--- config.mk ---
export PLATFORM = sky130hd
export DESIGN_NAME = ex_muldiv_ctrl_flat
export DESIGN_NICKNAME = d
export VERILOG_FILES = /design/src/rtl/ex_muldiv_ctrl_pkg.sv /design/src/rtl/ex_muldiv_ctrl_if.sv /design/src/rtl/ex_muldiv_ctrl_mdu_step.sv /design/src/rtl/ex_muldiv_ctrl.sv /design/src/flat_wrapper.sv
export SDC_FILE = /design/constraint.sdc
export NUM_CORES = 1
export LEC_CHECK = 0
export CORE_UTILIZATION = 50
export DETAILED_ROUTE_END_ITERATION = 8
export PLACE_DENSITY_LB_ADDON = 0.3
export SETUP_SLACK_MARGIN = 0.15
export SYNTH_ARGS = -nofsm -noshare
export SYNTH_HDL_FRONTEND = slang
export SYNTH_SLANG_ARGS = --single-unit
--- constraint.sdc ---
create_clock -name i_clk -period 4.18 [get_ports i_clk]
set_input_delay 0.836 -clock i_clk [delete_from_list [all_inputs] [get_ports i_clk]]
set_output_delay 0.836 -clock i_clk [all_outputs]
set_load 0.02 [all_outputs]
--- src/rtl/ex_muldiv_ctrl_pkg.sv ---
// Shared types for the EX-stage RV32M multiply/divide sequencer.
package ex_muldiv_ctrl_pkg;

  // Encoding follows funct3 so the decoder can pass it straight through.
  typedef enum logic [2:0] {
    OP_MUL    = 3'd0,
    OP_MULH   = 3'd1,
    OP_MULHSU = 3'd2,
    OP_MULHU  = 3'd3,
    OP_DIV    = 3'd4,
    OP_DIVU   = 3'd5,
    OP_REM    = 3'd6,
    OP_REMU   = 3'd7
  } mdu_op_e;

  typedef enum logic [1:0] {
    ST_IDLE  = 2'd0,
    ST_CALC  = 2'd1,
    ST_FIXUP = 2'd2,
    ST_DONE  = 2'd3
  } mdu_state_e;

  function automatic logic op_is_div(input mdu_op_e op);
    return op inside {OP_DIV, OP_DIVU, OP_REM, OP_REMU};
  endfunction

  function automatic logic op_a_signed(input mdu_op_e op);
    return op inside {OP_MULH, OP_MULHSU, OP_DIV, OP_REM};
  endfunction

  function automatic logic op_b_signed(input mdu_op_e op);
    return op inside {OP_MULH, OP_DIV, OP_REM};
  endfunction

endpackage

--- src/rtl/ex_muldiv_ctrl_if.sv ---
// Handshake/data bundle between the EX stage and the multiply/divide sequencer.
interface ex_muldiv_ctrl_if
  import ex_muldiv_ctrl_pkg::*;
#(
  parameter int WIDTH = 32
);
  logic             i_start;
  logic             i_flush;
  mdu_op_e          i_op;
  logic [WIDTH-1:0] i_dataA;
  logic [WIDTH-1:0] i_dataB;
  logic             o_stall;
  logic             o_busy;
  logic             o_valid;
  logic [WIDTH-1:0] o_result;

  modport master (
    output i_start, i_flush, i_op, i_dataA, i_dataB,
    input  o_stall, o_busy, o_valid, o_result
  );

  modport slave (
    input  i_start, i_flush, i_op, i_dataA, i_dataB,
    output o_stall, o_busy, o_valid, o_result
  );
endinterface

--- src/rtl/ex_muldiv_ctrl_mdu_step.sv ---
// One radix-2 iteration on the {hi, lo} accumulator: shift-add multiply
// (multiplier consumed from lo[0]) or restoring divide (quotient shifted into lo).
module mdu_step #(
  parameter int WIDTH = 32
) (
  input  logic             is_div,
  input  logic [WIDTH-1:0] hi,
  input  logic [WIDTH-1:0] lo,
  input  logic [WIDTH-1:0] operand,
  output logic [WIDTH-1:0] hi_nxt,
  output logic [WIDTH-1:0] lo_nxt
);
  logic [WIDTH:0]   sum;
  logic [WIDTH:0]   partial;
  logic [WIDTH-1:0] diff;
  logic             fits;

  // NOTE: every always_comb output gets a default first, so no path can infer a latch.
  always_comb begin
    hi_nxt  = hi;
    lo_nxt  = lo;
    sum     = {1'b0, hi} + (lo[0] ? {1'b0, operand} : '0);
    partial = {hi, lo[WIDTH-1]};
    fits    = partial >= {1'b0, operand};
    // When the trial subtract succeeds the remainder is below the divisor,
    // so the low WIDTH bits of the modular difference are exact.
    diff    = partial[WIDTH-1:0] - operand;
    if (is_div) begin
      hi_nxt = fits ? diff : partial[WIDTH-1:0];
      lo_nxt = {lo[WIDTH-2:0], fits};
    end else begin
      {hi_nxt, lo_nxt} = {sum, lo[WIDTH-1:1]};
    end
  end
endmodule

--- src/rtl/ex_muldiv_ctrl.sv ---
// Multi-cycle RV32M multiply/divide sequencer for the EX stage.
// Optional MDU_EARLY_OUT_EN skips iteration when a zero operand fixes the result.
module ex_muldiv_ctrl
  import ex_muldiv_ctrl_pkg::*;
#(
  parameter int WIDTH = 32
) (
  input  logic                 i_clk,
  input  logic                 i_rst,
  ex_muldiv_ctrl_if.slave      bus
);
  localparam int CW = $clog2(WIDTH) + 1;

  localparam logic [1:0] S_IDLE  = ST_IDLE;
  localparam logic [1:0] S_CALC  = ST_CALC;
  localparam logic [1:0] S_FIXUP = ST_FIXUP;
  localparam logic [1:0] S_DONE  = ST_DONE;

  logic [1:0]       state;
  logic [CW-1:0]    cnt;
  mdu_op_e          op_q;
  logic [WIDTH-1:0] hi_q, lo_q, mag_b_q, a_raw_q, result_q;
  logic             sign_a_q, sign_b_q, b_zero_q, valid_q;

  logic             accept;
  logic             sign_a, sign_b, early;
  logic [WIDTH-1:0] mag_a, mag_b;
  logic [WIDTH-1:0] hi_nxt, lo_nxt;

  logic [2*WIDTH-1:0] prod_fix;
  logic [WIDTH-1:0]   quot, rem, fix_result;

  assign accept = bus.i_start & ~bus.i_flush;

  always_comb begin
    sign_a = op_a_signed(bus.i_op) & bus.i_dataA[WIDTH-1];
    sign_b = op_b_signed(bus.i_op) & bus.i_dataB[WIDTH-1];
    mag_a  = sign_a ? -bus.i_dataA : bus.i_dataA;
    mag_b  = sign_b ? -bus.i_dataB : bus.i_dataB;
  end

`ifdef MDU_EARLY_OUT_EN
  assign early = op_is_div(bus.i_op) ? (bus.i_dataB == '0)
                                     : (bus.i_dataA == '0 || bus.i_dataB == '0);
`else
  assign early = 1'b0;
`endif

  mdu_step #(.WIDTH(WIDTH)) u_step (
    .is_div  (op_is_div(op_q)),
    .hi      (hi_q),
    .lo      (lo_q),
    .operand (mag_b_q),
    .hi_nxt  (hi_nxt),
    .lo_nxt  (lo_nxt)
  );

  // Sign correction on the magnitude result; divide-by-zero overrides it.
  always_comb begin
    prod_fix = (sign_a_q ^ sign_b_q) ? -{hi_q, lo_q} : {hi_q, lo_q};
    quot     = (sign_a_q ^ sign_b_q) ? -lo_q : lo_q;
    rem      = sign_a_q ? -hi_q : hi_q;
    if (b_zero_q) begin
      quot = '1;
      rem  = a_raw_q;
    end
    case (op_q)
      OP_MUL:                       fix_result = prod_fix[WIDTH-1:0];
      OP_MULH, OP_MULHSU, OP_MULHU: fix_result = prod_fix[2*WIDTH-1:WIDTH];
      OP_DIV, OP_DIVU:              fix_result = quot;
      default:                      fix_result = rem;
    endcase
  end

  // NOTE: sequential state uses non-blocking assignments so every register
  // samples pre-edge values regardless of statement order.
  always_ff @(posedge i_clk or negedge i_rst) begin
    if (!i_rst) begin
      // NOTE: all datapath registers are reset too; they are few and plain flops,
      // and a known o_result after reset simplifies pipeline bring-up.
      state    <= S_IDLE;
      cnt      <= '0;
      op_q     <= OP_MUL;
      hi_q     <= '0;
      lo_q     <= '0;
      mag_b_q  <= '0;
      a_raw_q  <= '0;
      sign_a_q <= 1'b0;
      sign_b_q <= 1'b0;
      b_zero_q <= 1'b0;
      valid_q  <= 1'b0;
      result_q <= '0;
    end else begin
      valid_q <= 1'b0;
      if (bus.i_flush) begin
        state <= S_IDLE;
        cnt   <= '0;
      end else begin
        case (state)
          S_IDLE: begin
            if (bus.i_start) begin
              op_q     <= bus.i_op;
              sign_a_q <= sign_a;
              sign_b_q <= sign_b;
              mag_b_q  <= mag_b;
              a_raw_q  <= bus.i_dataA;
              b_zero_q <= (bus.i_dataB == '0);
              hi_q     <= '0;
              // A zero multiplier must give a zero product if iteration is skipped.
              lo_q     <= (early && !op_is_div(bus.i_op)) ? '0 : mag_a;
              cnt      <= CW'(WIDTH);
              state    <= early ? S_FIXUP : S_CALC;
            end
          end
          S_CALC: begin
            hi_q <= hi_nxt;
            lo_q <= lo_nxt;
            cnt  <= cnt - 1'b1;
            if (cnt == CW'(1)) state <= S_FIXUP;
          end
          S_FIXUP: begin
            result_q <= fix_result;
            valid_q  <= 1'b1;
            state    <= S_DONE;
          end
          // i_start is ignored here: the finished instruction is still in EX.
          default: state <= S_IDLE;
        endcase
      end
    end
  end

  assign bus.o_stall  = i_rst & (((state == S_IDLE) & accept) |
                                 (state == S_CALC) | (state == S_FIXUP));
  assign bus.o_busy   = (state != S_IDLE);
  assign bus.o_valid  = valid_q;
  assign bus.o_result = result_q;

endmodule

--- src/flat_wrapper.sv ---
// flat-port wrapper written by rule: the top's interface ports become plain ports
module ex_muldiv_ctrl_flat import ex_muldiv_ctrl_pkg::*;
#(
  parameter int WIDTH = 32
)
  (i_clk, i_rst, bus_i_start, bus_i_flush, bus_i_op, bus_i_dataA, bus_i_dataB, bus_o_stall, bus_o_busy, bus_o_valid, bus_o_result);
  ex_muldiv_ctrl_if #(.WIDTH(WIDTH)) bus_i ();
  input  logic i_clk;
  input  logic i_rst;
  input wire logic [$bits(bus_i.i_start)-1:0] bus_i_start;
  input wire logic [$bits(bus_i.i_flush)-1:0] bus_i_flush;
  input wire logic [$bits(bus_i.i_op)-1:0] bus_i_op;
  input wire logic [$bits(bus_i.i_dataA)-1:0] bus_i_dataA;
  input wire logic [$bits(bus_i.i_dataB)-1:0] bus_i_dataB;
  output wire logic [$bits(bus_i.o_stall)-1:0] bus_o_stall;
  output wire logic [$bits(bus_i.o_busy)-1:0] bus_o_busy;
  output wire logic [$bits(bus_i.o_valid)-1:0] bus_o_valid;
  output wire logic [$bits(bus_i.o_result)-1:0] bus_o_result;
  assign bus_i.i_start = bus_i_start;
  assign bus_i.i_flush = bus_i_flush;
  assign bus_i.i_op = bus_i_op;
  assign bus_i.i_dataA = bus_i_dataA;
  assign bus_i.i_dataB = bus_i_dataB;
  assign bus_o_stall = bus_i.o_stall;
  assign bus_o_busy = bus_i.o_busy;
  assign bus_o_valid = bus_i.o_valid;
  assign bus_o_result = bus_i.o_result;
  ex_muldiv_ctrl #(.WIDTH(WIDTH)) u_core (.i_clk(i_clk), .i_rst(i_rst), .bus(bus_i));
endmodule
* Yosys cells after proc, flatten, opt, wreduce, memory -nomap -nowiden
Cells that the tools add are included.
** Cells by class
- Magnitude comparators :: 1
- Equal/unequal tests :: 17
- Reduce and logical (&&, ||, !) cells :: 16
- Muxes and demuxes :: 25
- Add/sub/neg operators :: 8
- Bitwise operators :: 9
** Operators by type and width (number)
- 32-bit two-way mux :: 12
- 32-bit negation :: 4
- 32-bit one-hot mux with 2 select lines :: 2
- 32-bit one-hot mux with 3 select lines :: 1
- 64-bit two-way mux :: 1
- 64-bit negation :: 1
- 32-bit by 33-bit adder with 33-bit output :: 1
- 33-bit by 32-bit >= comparator with 1-bit output :: 1
- 32-bit logical NOT :: 1
- 32-bit subtractor :: 1
- 3-bit == test (second input constant) :: 6
- 6-bit two-way mux :: 2
- 6-bit one-hot mux with 2 select lines :: 1
- 3-bit by 2-bit == test with 1-bit output (second input constant) :: 3
- 4-bit nonzero test :: 2
- 3-bit by 1-bit == test with 1-bit output (second input constant) :: 2
- 6-bit by 1-bit == test with 1-bit output (second input constant) :: 1
- 2-bit two-way mux :: 3
- 2-bit one-hot mux with 3 select lines :: 1
- 2-bit AND reduction :: 3
- 3-bit AND reduction :: 2
- 3-bit nonzero test :: 2
- 6-bit by 1-bit subtractor with 6-bit output (second input constant) :: 1
- 1-bit bitwise AND :: 5
- other kinds (14) :: 17
** Word-level totals
- Register bits after elaboration :: 175
- Input port bits :: 71

* Logic depth before layout (Yosys ltp)
Gate-level depths: netlist of the first run.
- Depth after elaboration :: 6
- Gate-level depth with buffers :: 15
- Mapped depth without buffers :: 14

* Modules after synthesis
Synthesis of the first run repeated with hierarchy kept, for this count alone.
** Unflattened totals
- Cell total of the unflattened synthesis :: 2026
- Area total of the unflattened synthesis :: 15871.5 sq um
** Modules (own cells, without submodules)
- ex_muldiv_ctrl :: instances 1, cells an instance 1355, area each 11173.2 sq um, sequential area each 4379.2 sq um
- mdu_step :: instances 1, cells an instance 671, area each 4698.3 sq um, sequential area each 0.0 sq um

* Least setup slack after synthesis of the first run
No wires, ideal clock.
- Kind :: reg2reg
- Start :: register u_core.hi_q[5]
- End :: register u_core.hi_q[11]
- Data required time :: 4.047 ns
- Arrival time :: 3.061 ns
- Cell stages (with the launch flop) :: 13
- Path slack :: 0.986 ns
- Buffers on the path :: 2
- Cell sequence :: dfrtp_1 > ha_1 > and3_1 > nand2_1 > a31oi_1 > o2111ai_1 > a211oi_1 > o41ai_1 > a31oi_1 > buf_2 > buf_2 > mux2i_1 > o21ai_0
** On the way
- Longest elaborated chain between the ends :: 4
- Elaborated cells between the ends (all ways) :: 6
** RTL lines
- start: declaration :: line ex_muldiv_ctrl.sv:22 : logic [WIDTH-1:0] hi_q, lo_q, mag_b_q, a_raw_q, result_q;
- start signal: assignment :: line ex_muldiv_ctrl.sv:116 : hi_q <= hi_nxt;
- 32-bit subtractor or 33-bit by 32-bit >= comparator with 1-bit output (tied branches) :: line ex_muldiv_ctrl_mdu_step.sv:27, ex_muldiv_ctrl_mdu_step.sv:24
- 32-bit two-way mux :: line ex_muldiv_ctrl_mdu_step.sv:29 : hi_nxt = fits ? diff : partial[WIDTH-1:0];
- 32-bit two-way mux (*) :: line ex_muldiv_ctrl_mdu_step.sv:28 : if (is_div) begin
- 32-bit one-hot mux with 2 select lines (*) :: line ex_muldiv_ctrl.sv:99 : case (state)
Every way passes the cells marked *; elsewhere a longest branch is shown, timed or not.
A chain may end at the register's enable or synchronous reset.

* Worst setup path in the final report of the first run
- Start :: register u_core.hi_q[3]
- End :: register u_core.hi_q[3]
** On the way
- Longest elaborated chain between the ends :: 4
- Elaborated cells between the ends (all ways) :: 5
** RTL lines
- 33-bit by 32-bit >= comparator with 1-bit output :: line ex_muldiv_ctrl_mdu_step.sv:24 : fits = partial >= {1'b0, operand};
- 32-bit two-way mux :: line ex_muldiv_ctrl_mdu_step.sv:29
- 32-bit two-way mux (*) :: line ex_muldiv_ctrl_mdu_step.sv:28
- 32-bit one-hot mux with 2 select lines (*) :: line ex_muldiv_ctrl.sv:99
Marks and branches as above.

==> qor.tcl, run 1 <==
set qor(slew_viol_final) 0
set qor(syn-instance-count) 1924
set qor(largest_net_degree_at_the_start_of_global_routing) 66
set qor(wl_met3_mm) 3.845
set qor(insertion_delay_ns) 0.46
set qor(hold_viol_final) 0
set qor(synth_largest_area_cell) {sky130_fd_sc_hd__dfrtp_1}
set qor(synth_compound_gate_area_share_pct) 24.91
set qor(crit_fanout) 30
set qor(finalNetCount) 2125
set qor(power_frac_seq_pct) 22.4
set qor(htree_levels) 4
set qor(max_slew_margin_pct) 24.79
set qor(path_category_of_the_worst_min_delay_check) {in -> async}
set qor(worst_clk_skew_ns) 0.01458
set qor(synthSimpleGateAreaFrac_pct) 17.13
set qor(placementRows) 63
set qor(worst_setup_path_end_kind) {flip-flop}
set qor(grt_first_pass_wirelength_mm) 76.87
set qor(postCtsSetupBuffers) 0
set qor(post_cts_hold_buffer_count) 0
set qor(report.final.setup_viol) 0
set qor(synth_top_family_by_area) {compound AO/OA/AOI/OAI gates}
set qor(tritoncts.num_buffers) 17
set qor(syn-num-nets) 2071
set qor(start_util_pct) 51.12
set qor(place.gp.congestion) 0.9912
set qor(placedInstanceArea_um2) 16780
set qor(totalNegativeSetupSlack_ns) 0
set qor(worstPathRequired_ns) 4.51
set qor(netlist-cell-type-count) 73
set qor(synth_area_leaders) {sky130_fd_sc_hd__dfrtp_1 29%, sky130_fd_sc_hd__o21ai_0 7.8%, sky130_fd_sc_hd__nand2_1 6.5%, sky130_fd_sc_hd__xnor2_1 6.3%, sky130_fd_sc_hd__ha_1 6.1%}
set qor(proportion_of_synthesized_area_in_mux_cells_pct) 6.456
set qor(drt-met1-wl_mm) 21.27
set qor(final_antenna_net_count) 0
set qor(cts.clk_slew.worst_paths_ns) 0.08
set qor(cts.root.buffer_cell) {sky130_fd_sc_hd__clkbuf_16}
set qor(synth-edff-count) 0
set qor(horizontal_die_dimension_um) 176.8
set qor(route.detailed.wl_per_inst_um) 20.07
set qor(timing.max_cap.violations) 0
set qor(sequential_element_share_of_the_synthesized_area_pct) 28.67
set qor(power.static_leakage_uw) 0.007294
set qor(synth_top_area_share_pct) 28.67
set qor(post_synth_instance_area_um2) 15270
set qor(fin_crit_ns) 3.856
set qor(power.share.clock_pct) 11.2
set qor(grt_antenna_before_repair) 1
set qor(top_level_ports) 106
set qor(topRoutingLayerUsed) {met5}
set qor(tritoncts) {built}
set qor(synth_xor_area_share_pct) 11.64
set qor(clk_path_buf_depth) 2
set qor(tightest_slew_ns) 1.128
set qor(fp.dieH_um) 176.8
set qor(share_of_layout_cells_above_drive_strength_1_pct) 8.287
set qor(peakVddDrop_mv) 0.6430
set qor(ys_ff_latch) 175
set qor(vias_in_the_first_global_route) 13990
set qor(switching_power_uw) 7861
set qor(met2_length_mm) 20.95
set qor(post-route-period-util_pct) 92.26
set qor(pre_cts_ws_ns) 0.3165
set qor(dpl_cells) 2349
set qor(cts_resized) 0
set qor(clock_sinks) 175
set qor(nFillCells) 2710
set qor(worst_setup_path_start_kind) {flip-flop}
set qor(postLayoutCellArea_um2) 17400
set qor(detailedRoute.firstIterationViolations) 1297
set qor(dr_total_vias) 14740
set qor(post_syn_area_per_cell_um2) 7.938
set qor(combPwrFrac_pct) 66.4
set qor(place.port_buffers) 105
set qor(fp.dieArea_um2) 31250
set qor(insertedDiodeCount) 0
set qor(swShare_pct) 51.35
set qor(synth-warning-count) 0
set qor(power_per_cell_area_nw_per_um2) 879.9
set qor(critical_path.startpoint) {u_core.hi_q[3]$_DFFE_PN0P_}
set qor(synth_adder_area_share_pct) 6.325
set qor(crit_type) {reg -> reg}
set qor(layout-area-overhead-vs-synth_pct) 13.92
set qor(synth-main-ff-cell) {sky130_fd_sc_hd__dfrtp_1}
set qor(grt_setup_unrepaired) {false}
set qor(async_reset_ff_share_pct) 100.0
set qor(routed_wire_length_mm) 47.78
set qor(fmax_ghz) 0.2593
set qor(finalWorstSetupSlack_ns) 0.3237
set qor(core_area_um2) 29870
set qor(drt_pass1_iterations) 6
set qor(internal_dissipation_uw) 7447
set qor(groute.usage.overall_pct) 31.28
set qor(dp.final_hpwl_mm) 35.80
set qor(globalRoute.totalOverflow) 0
set qor(drc_errors) 0
set qor(via_per_inst) 6.190
set qor(outcome) {complete, no violations}
set qor(timing.rr.start) {u_core.hi_q[3]$_DFFE_PN0P_}
set qor(worstPathArrival_ns) 4.19
set qor(ff2ff_setup_slack_ns) 0.32
set qor(final_cells) 2381
path summary, 6_finish.rpt:
kind                                                   to  cells after the start
setup / recovery               u_core.hi_q[3]$_DFFE_PN0P_                     12
hold / removal             u_core.mag_b_q[10]$_DFFE_PN0P_                      1
setup reg to reg               u_core.hi_q[3]$_DFFE_PN0P_                     12
hold reg to reg            u_core.mag_b_q[27]$_DFFE_PN0P_                      2
max in group asynchronous     u_core.lo_q[17]$_DFFE_PN0P_                      3
min in group i_clk         u_core.mag_b_q[27]$_DFFE_PN0P_                      2
layout make-up:
cell class,instances,area (µm²),area share [%]
timing repair buffer,158,1475,8.479
inverter,65,244.0,1.402
tap,390,488.0,2.805
sequential,175,4382,25.19
clock buffer,19,452.9,2.603
clock inverter,13,165.2,0.9493
multi-input combinational,1561,10190,58.58
state kept, by name, indices dropped and copies added, names as in the netlist, 2 cells and up:
signal,count
u_core.op_q,3
u_core.lo_q,32
u_core.state,2
u_core.mag_b_q,32
u_core.cnt,6
u_core.bus.o_result,32
u_core.a_raw_q,32
u_core.hi_q,32
power groups by stage:
stage          logic [µW]  registers (µW)  clock network (µW)
6_report            10200            3430                1710
5_1_grt             11100            3510                1790
4_1_cts              9950            3400                1730
3_5_place_dp         9870            3420                   0
3_3_place_gp         9720            3390                   0
2_1_floorplan        7160            3140                   0
per-layer routing:
layer	vias up	GRT usage, %
met2	686	47.84
met5	-	0
met1	6968	43.64
li1	6966	-
met4	2	12.21
met3	117	5.606
kinds of logic (layout without fill, tap and decap cells):
| kind of cell | Yosys count | count (layout) |
|---|---|---|
| buffers and inverters | 188 | 255 |
| multiplexers | 94 | 94 |
| AND/OR/NAND/NOR | 572 | 572 |
| adder cells (fa/ha/maj) | 76 | 76 |
| XOR/XNOR | 203 | 203 |
| AO/OA/AOI/OAI | 616 | 616 |
| flip-flops | 175 | 175 |
cell usage after synthesis (21+ instances only):
cell and instances:
sky130_fd_sc_hd__mux2_2 36, sky130_fd_sc_hd__xor2_1 94, sky130_fd_sc_hd__dfrtp_1 175, sky130_fd_sc_hd__o21ai_0 238, sky130_fd_sc_hd__nor2_1 127, sky130_fd_sc_hd__a21o_1 25, sky130_fd_sc_hd__a221oi_1 22, sky130_fd_sc_hd__xnor2_1 109
sky130_fd_sc_hd__o31ai_1 32, sky130_fd_sc_hd__inv_1 62, sky130_fd_sc_hd__nor3_1 30, sky130_fd_sc_hd__a31oi_1 21, sky130_fd_sc_hd__ha_1 74, sky130_fd_sc_hd__clkbuf_1 110, sky130_fd_sc_hd__nand2b_1 25, sky130_fd_sc_hd__a21oi_1 137
sky130_fd_sc_hd__nand2_1 264, sky130_fd_sc_hd__mux2i_1 58
through the flow:
stage          total power, µW  util, %  hold WS [ns]
4_1_cts                  15080    58.24        0.2150
2_1_floorplan            10300        -        0.4496
3_3_place_gp             13110    56.17        0.4529
6_report                 15310    58.24        0.2167
3_5_place_dp             13300    56.17        0.4718
5_1_grt                  16390    58.24        0.2226
worst max-delay path, stage by stage (launching register included):
cell and delay [ns]:
sky130_fd_sc_hd__dfrtp_1 0.58, sky130_fd_sc_hd__ha_1 0.48, sky130_fd_sc_hd__o2111ai_1 0.20, sky130_fd_sc_hd__a31oi_1 0.33, sky130_fd_sc_hd__o2111ai_1 0.25, sky130_fd_sc_hd__a211oi_1 0.46, sky130_fd_sc_hd__o41ai_1 0.15, sky130_fd_sc_hd__buf_4 0.16
sky130_fd_sc_hd__a31oi_4 0.29, sky130_fd_sc_hd__buf_12 0.27, sky130_fd_sc_hd__mux2i_1 0.22, sky130_fd_sc_hd__nor2_1 0.06, sky130_fd_sc_hd__a221o_1 0.26
layout by cell type, fill, tap and decap left out, types with 62 or more instances in the layout:
cell type,n
sky130_fd_sc_hd__dfrtp_1,173
sky130_fd_sc_hd__ha_1,73
sky130_fd_sc_hd__nand2_1,264
sky130_fd_sc_hd__xor2_1,93
sky130_fd_sc_hd__clkdlybuf4s50_1,104
sky130_fd_sc_hd__a21oi_1,137
sky130_fd_sc_hd__xnor2_1,109
sky130_fd_sc_hd__nor2_1,127
sky130_fd_sc_hd__o21ai_0,238
sky130_fd_sc_hd__inv_1,62
(Power assumes the default switching activity.)
==> run 2: changes to the inputs <==
--- a/config.mk
+++ b/config.mk
@@ -6,6 +6,7 @@
 export NUM_CORES = 1
 export LEC_CHECK = 0
 export CORE_UTILIZATION = 50
+export CTS_CLUSTER_SIZE = 24
 export DETAILED_ROUTE_END_ITERATION = 8
 export PLACE_DENSITY_LB_ADDON = 0.3
 export SETUP_SLACK_MARGIN = 0.15
==> results of run 2 <==
No change in the layout: final DEF, timing and power equal those of run 1.
